<file path="src/rtl/b2g_rr_arbiter_if.sv">
// Handshake bundle between NREQ binary producers, the round-robin gray
// converter, and the single gray-code consumer.
interface b2g_rr_arbiter_if #(
    parameter int WIDTH = 4,
    parameter int NREQ  = 4,
    parameter int CNTW  = 16
);
    localparam int IDW = $clog2(NREQ);

    logic [NREQ-1:0]       req_valid;
    logic [NREQ*WIDTH-1:0] req_data;
    logic [NREQ-1:0]       req_ready;
    logic                  out_valid;
    logic [WIDTH-1:0]      out_gray;
    logic [IDW-1:0]        out_id;
    logic                  out_ready;
    logic [CNTW-1:0]       conv_count;

    // Arbiter side
    modport slave (
        input  req_valid, req_data, out_ready,
        output req_ready, out_valid, out_gray, out_id, conv_count
    );

    // Producer/consumer side
    modport master (
        output req_valid, req_data, out_ready,
        input  req_ready, out_valid, out_gray, out_id, conv_count
    );
endinterface

</file>
<file path="src/rtl/b2g_rr_arbiter.sv">
// Round-robin arbiter feeding one shared binary-to-gray converter with a
// single-entry registered output stage tagged by requester ID.
module b2g_rr_lane #(
    parameter int IDW  = 2,
    parameter int LANE = 0
) (
    input  logic [IDW-1:0] i_ptr,
    input  logic           i_valid,
    output logic           o_hi
);
    // Lane sits at or after the pointer: it wins before any wrapped lane.
    assign o_hi = i_valid && (32'(LANE) >= 32'(i_ptr));
endmodule

module b2g_rr_arbiter #(
    parameter int WIDTH = 4,
    parameter int NREQ  = 4,
    parameter int CNTW  = 16
) (
    input  logic             clk,
    input  logic             rst_n,
    b2g_rr_arbiter_if.slave  bus
);
    localparam int IDW = $clog2(NREQ);

    typedef enum logic {EMPTY = 1'b0, FULL = 1'b1} state_t;

    state_t                      r_state;
    state_t                      w_state_nxt;
    logic [WIDTH-1:0]            r_gray;
    logic [IDW-1:0]              r_id;
    logic [IDW-1:0]              r_ptr;
    logic [CNTW-1:0]             r_cnt;

    logic [NREQ-1:0][WIDTH-1:0]  w_lane_data;
    logic [NREQ-1:0]             w_hi;
    logic [NREQ-1:0]             w_cand;
    logic [NREQ-1:0]             w_ready;
    logic [IDW-1:0]              w_gnt_id;
    logic                        w_gnt_vld;
    logic                        w_slot_free;
    logic [WIDTH-1:0]            w_bin;
    logic [WIDTH-1:0]            w_gray;

    assign w_slot_free = (r_state == EMPTY) || bus.out_ready;

    for (genvar gi = 0; gi < NREQ; gi++) begin : g_lane
        assign w_lane_data[gi] = bus.req_data[gi*WIDTH +: WIDTH];

        b2g_rr_lane #(.IDW(IDW), .LANE(gi)) u_lane (
            .i_ptr   (r_ptr),
            .i_valid (bus.req_valid[gi]),
            .o_hi    (w_hi[gi])
        );
    end

    // Two-level priority: lowest lane at/after the pointer, else lowest overall.
    always_comb begin
        w_cand   = (|w_hi) ? w_hi : bus.req_valid;
        w_gnt_id = '0;
        for (int i = NREQ - 1; i >= 0; i--) begin
            if (w_cand[i]) w_gnt_id = IDW'(i);
        end
        w_gnt_vld = (|w_cand) && w_slot_free && rst_n;
        w_ready   = '0;
        if (w_gnt_vld) w_ready[w_gnt_id] = 1'b1;
    end

    assign w_bin  = w_lane_data[w_gnt_id];
    assign w_gray = w_bin ^ (w_bin >> 1);

    always_ff @(posedge clk or negedge rst_n) begin
        if (!rst_n) r_state <= EMPTY;
        else        r_state <= w_state_nxt;
    end

    always_comb begin
        w_state_nxt = r_state;
        case (r_state)
            EMPTY:   if (w_gnt_vld) w_state_nxt = FULL;
            FULL:    if (!w_gnt_vld && bus.out_ready) w_state_nxt = EMPTY;
            default: w_state_nxt = EMPTY;
        endcase
    end

    always_ff @(posedge clk or negedge rst_n) begin
        if (!rst_n) begin
            r_gray <= '0;
            r_id   <= '0;
            r_ptr  <= '0;
            r_cnt  <= '0;
        end else if (w_gnt_vld) begin
            r_gray <= w_gray;
            r_id   <= w_gnt_id;
            r_ptr  <= (w_gnt_id == IDW'(NREQ - 1)) ? '0 : w_gnt_id + 1'b1;
            r_cnt  <= r_cnt + 1'b1;
        end
    end

    assign bus.req_ready  = w_ready;
    assign bus.out_valid  = (r_state == FULL);
    assign bus.out_gray   = r_gray;
    assign bus.out_id     = r_id;
    assign bus.conv_count = r_cnt;
endmodule

</file>
<file path="src/flat_wrapper.sv">
// flat-port wrapper written by rule: the top's interface ports become plain ports
module b2g_rr_arbiter_flat 
#(
    parameter int WIDTH = 4,
    parameter int NREQ  = 4,
    parameter int CNTW  = 16
)
  (clk, rst_n, bus_req_valid, bus_req_data, bus_out_ready, bus_req_ready, bus_out_valid, bus_out_gray, bus_out_id, bus_conv_count);
  b2g_rr_arbiter_if #(.WIDTH(WIDTH), .NREQ(NREQ), .CNTW(CNTW)) bus_i ();
  input  logic clk;
  input  logic rst_n;
  input wire logic [$bits(bus_i.req_valid)-1:0] bus_req_valid;
  input wire logic [$bits(bus_i.req_data)-1:0] bus_req_data;
  input wire logic [$bits(bus_i.out_ready)-1:0] bus_out_ready;
  output wire logic [$bits(bus_i.req_ready)-1:0] bus_req_ready;
  output wire logic [$bits(bus_i.out_valid)-1:0] bus_out_valid;
  output wire logic [$bits(bus_i.out_gray)-1:0] bus_out_gray;
  output wire logic [$bits(bus_i.out_id)-1:0] bus_out_id;
  output wire logic [$bits(bus_i.conv_count)-1:0] bus_conv_count;
  assign bus_i.req_valid = bus_req_valid;
  assign bus_i.req_data = bus_req_data;
  assign bus_i.out_ready = bus_out_ready;
  assign bus_req_ready = bus_i.req_ready;
  assign bus_out_valid = bus_i.out_valid;
  assign bus_out_gray = bus_i.out_gray;
  assign bus_out_id = bus_i.out_id;
  assign bus_conv_count = bus_i.conv_count;
  b2g_rr_arbiter #(.WIDTH(WIDTH), .NREQ(NREQ), .CNTW(CNTW)) u_core (.clk(clk), .rst_n(rst_n), .bus(bus_i));
endmodule
</file>
<file path="config.mk">
export PLATFORM = sky130hd
export DESIGN_NAME = b2g_rr_arbiter_flat
export DESIGN_NICKNAME = d
export VERILOG_FILES = /design/src/rtl/b2g_rr_arbiter_if.sv /design/src/rtl/b2g_rr_arbiter.sv /design/src/flat_wrapper.sv
export SDC_FILE = /design/constraint.sdc
export NUM_CORES = 1
export LEC_CHECK = 0
export CORE_AREA = 2 2 71 53
export CTS_CLUSTER_SIZE = 16
export DETAILED_ROUTE_END_ITERATION = 10
export DIE_AREA = 0 0 73 55
export PLACE_DENSITY = 0.85
export SKIP_CTS_REPAIR_TIMING = 1
export SYNTH_ARGS = -nofsm -noshare
export SYNTH_HDL_FRONTEND = slang
export SYNTH_SLANG_ARGS = --single-unit
</file>
<file path="constraint.sdc">
create_clock -name clk -period 3.1 [get_ports clk]
set_input_delay 0.31 -clock clk [delete_from_list [all_inputs] [get_ports clk]]
set_output_delay 0.31 -clock clk [all_outputs]
set_load 0.01 [all_outputs]
</file>
==> results of run 1 <==
-- final timing paths --
path / end / slack, ns / start / depth (start not counted)
max in group asynchronous: u_core.r_ptr[1] / 2.34 / rst_n / 2
min in group asynchronous: u_core.bus.conv_count[5] / 0.53 / rst_n / 2
worst min register to register: u_core.bus.conv_count[15] / 0.47 / u_core.bus.conv_count[15] / 1
worst max register to register: u_core.bus.conv_count[15] / 1.29 / u_core.bus.out_valid / 6
worst min-delay path: u_core.bus.conv_count[15] / 0.47 / u_core.bus.conv_count[15] / 1
worst max-delay path: bus_req_ready[3] / 0.36 / bus_req_valid[2] / 8
-- metrics by stage --
step / hold WS (ns) / util [%] / cell area, um2
2_1_floorplan: 0.0144 / - / 1450
3_3_place_gp: 0.457 / 58.6 / 1970
3_5_place_dp: 0.463 / 58.6 / 1970
4_1_cts: 0.475 / 59.9 / 2010
5_1_grt: 0.500 / 59.9 / 2010
6_report: 0.471 / 59.9 / 2010
-- sequential cells by signal (all words and copies together), names as in the netlist --
signal / cells
u_core.bus.out_gray: 4
u_core.bus.out_valid: 1
u_core.bus.out_id: 2
u_core.bus.conv_count: 16
u_core.r_ptr: 2
-- Yosys cell counts --
cell      count
xor2_1       13
and4_1        1
buf_12        1
or2_4         1
dfrtp_1      25
and3_1        4
nor3_2        1
nor2b_1       2
a221oi_2      1
nor2_1        5
buf_2         3
nor3_1        1
a21oi_1       3
nand2b_1      4
nand2_1      22
o41ai_2       1
nand4_1       6
ha_1          5
and2_1        4
nor4_1        1
inv_1         5
xnor2_1      14
o211ai_1      6
o221ai_1      1
nand3_1       2
mux2i_1       6
o21ai_0       4
and3_4        1
-- cell usage in the layout (no fill, tap or decap), drive strengths merged --
| master | Yosys | final |
|---|---|---|
| and4 | 1 | 1 |
| nand4 | 6 | 6 |
| inv | 5 | 5 |
| nor4 | 1 | 1 |
| clkdlybuf4s50 | 0 | 49 |
| nand2b | 4 | 4 |
| dfrtp | 25 | 25 |
| buf | 4 | 2 |
| or2 | 1 | 1 |
| xor2 | 13 | 13 |
| o221ai | 1 | 1 |
| nor3 | 2 | 2 |
| nand2 | 22 | 22 |
| nor2b | 2 | 2 |
| and3 | 5 | 5 |
| mux2i | 6 | 6 |
| xnor2 | 14 | 14 |
| o211ai | 6 | 6 |
| o21ai | 4 | 4 |
| o41ai | 1 | 1 |
| a21oi | 3 | 3 |
| nand3 | 2 | 2 |
| clkbuf | 0 | 4 |
| nor2 | 5 | 5 |
| a221oi | 1 | 1 |
| and2 | 4 | 4 |
| ha | 5 | 5 |
-- cell families after synthesis --
family	after synthesis	synth area share (%)
AO/OA/AOI/OAI	16	8.31
XOR/XNOR	27	16.4
adder cells (fa/ha/maj)	5	4.33
buffers and inverters	9	3.72
flip-flops	25	43.3
multiplexers	6	4.16
AND/OR/NAND/NOR	55	19.8
-- report_power, final --
group / leakage, uW / total [uW] / switching, uW / internal [uW]
registers: 0.000317 / 480 / 78.7 / 401
logic: 0.000552 / 459 / 204 / 255
clock network: 0.0000228 / 195 / 103 / 92.1
total: 0.000893 / 1130 / 385 / 748
-- cell type report --
cell class | instances | share of cell area, %
clock buffer | 4 | 2.24
multi-input combinational | 109 | 38.1
timing repair buffer | 51 | 25.1
tap | 40 | 2.49
inverter | 5 | 0.933
sequential | 25 | 31.1
-- layer usage --
metal | wire length [um] | part of all wire (%) | track usage, %
met1 | 1350 | 47 | 20.8
met2 | 1290 | 45 | 28.2
met3 | 225 | 7.8 | 5.25
met4 | 27 | 0.93 | 3.70
met5 | 0 | 0 | 0
==> results.toml, run 1 <==
[finish]
nNetsFinal = 223
drive_above_1_share_pct = 5.15
area.sequential_um2 = 626
final_cells = 234
antennaDiodeCount = 0
multi_input_area_um2 = 766
fillCellCount = 281
syn_to_final_growth_pct = 39.1

[global_route]
grt_pass1_wl_um = 5020
overflow = 0
grt_pass1_vias = 1110
track_usage_pct = 16.5
antenna_found_initial = 0
grt_max_degree = 26

[synth]
netlist_area_mm2 = 0.00145
synth_cell_types = 28
yosys.area.top_type = "dfrtp_1"
synth_area_leaders = "dfrtp_1, xnor2_1, xor2_1"
syn-instance-count = 143
ys_seq_area_share_pct = 43.3
ys_ff_latch = 25
ys_warn_count = 0
synth.avg_cell_area_um2 = 10.1
netlist.area_leader.share_pct = 43.3
synth_fp_nets = 171

[pwr]
powerDensity_mw_per_mm2 = 564
ir_drop_mv = 0.244
p_leak_uw = 0.000893
power.total_uw = 1130

[setup_path]
slowest_stage = "clkdlybuf4s50_1"
cp_common_cell = "clkdlybuf4s50_1"
cp_max_fo = 12
path_cells = "clkdlybuf4s50_1 > nor2b_1 > a221oi_2 > or2_4 > inv_1 > ha_1 > and2_1 > clkdlybuf4s50_1"
worst-endpoint-required_ns = 2.79
crit_buf_inv = 3
crit_path_end_kind = "output port"
max_stage_delay_ns = 0.49
start_kind = "primary input"
arrival_ns = 2.43
critPathKind = "primary input to output port"
path_delay_family = "buffers and inverters"

[sta]
tightest_slew_ns = 0.599
max_slew_margin_pct = 59.7
hold_viol = 0
finalSetupTns_ns = 0
setup_violations = 0
rsz0062_at_grt = "false"
min_period_ns = 2.74
drv_slew = 0
skew_ns = 0.00176
fin_ws_ns = 0.357
timing.fmax_mhz = 365
period_share_pct = 88.5

[floorplan]
fp.dieArea_mm2 = 0.00402
num_io_pins = 50
core-area_mm2 = 0.00336
rows = 18
die_w_um = 73
start_util_pct = 43.1
die_h_um = 55

[detailed_routing]
drcViolationCount = 0
vias = 1161
drtAntennaViolNets = 0
drt_wl_total_um = 2900
wl_per_cell_um = 12.4
viasPerCell = 4.96
drt-pass1-iter-count = 4
drt_iter0_drc = 56

[clock_network]
cts_buffer_depth = 2
cts-root-buf = "clkbuf_8"
cts_tree = "yes"
cts-buffers-inserted = 3
htreeDepth = 1
cts.sinks = 25
insertion_delay_ns = 0.27
clk_pin_slew_ns = 0.08

[placement]
place.gp.congestion = 0.775
placed_cells = 230
dp_slack_ns = 0.363
dpl.hpwl_um = 2330
port_buffers = 49

[worst_hold_path]
hold_path.class = "flip-flop to flip-flop"

[run]
cap_viol_max_count = 0

[outcome]
status = "finished, final reports clean"
Note: power is estimated with default switching activity, not from simulation.
==> run 2: changes to the inputs <==
- CTS_CLUSTER_SIZE: 16 -> 8
==> results of run 2 <==
Final layout, timing and power as in run 1 (identical DEF).
==> run 3: changes to the inputs <==
- GPL_ROUTABILITY_DRIVEN: unset -> 0
==> results of run 3 <==
Final layout, timing and power as in run 1 (identical DEF).
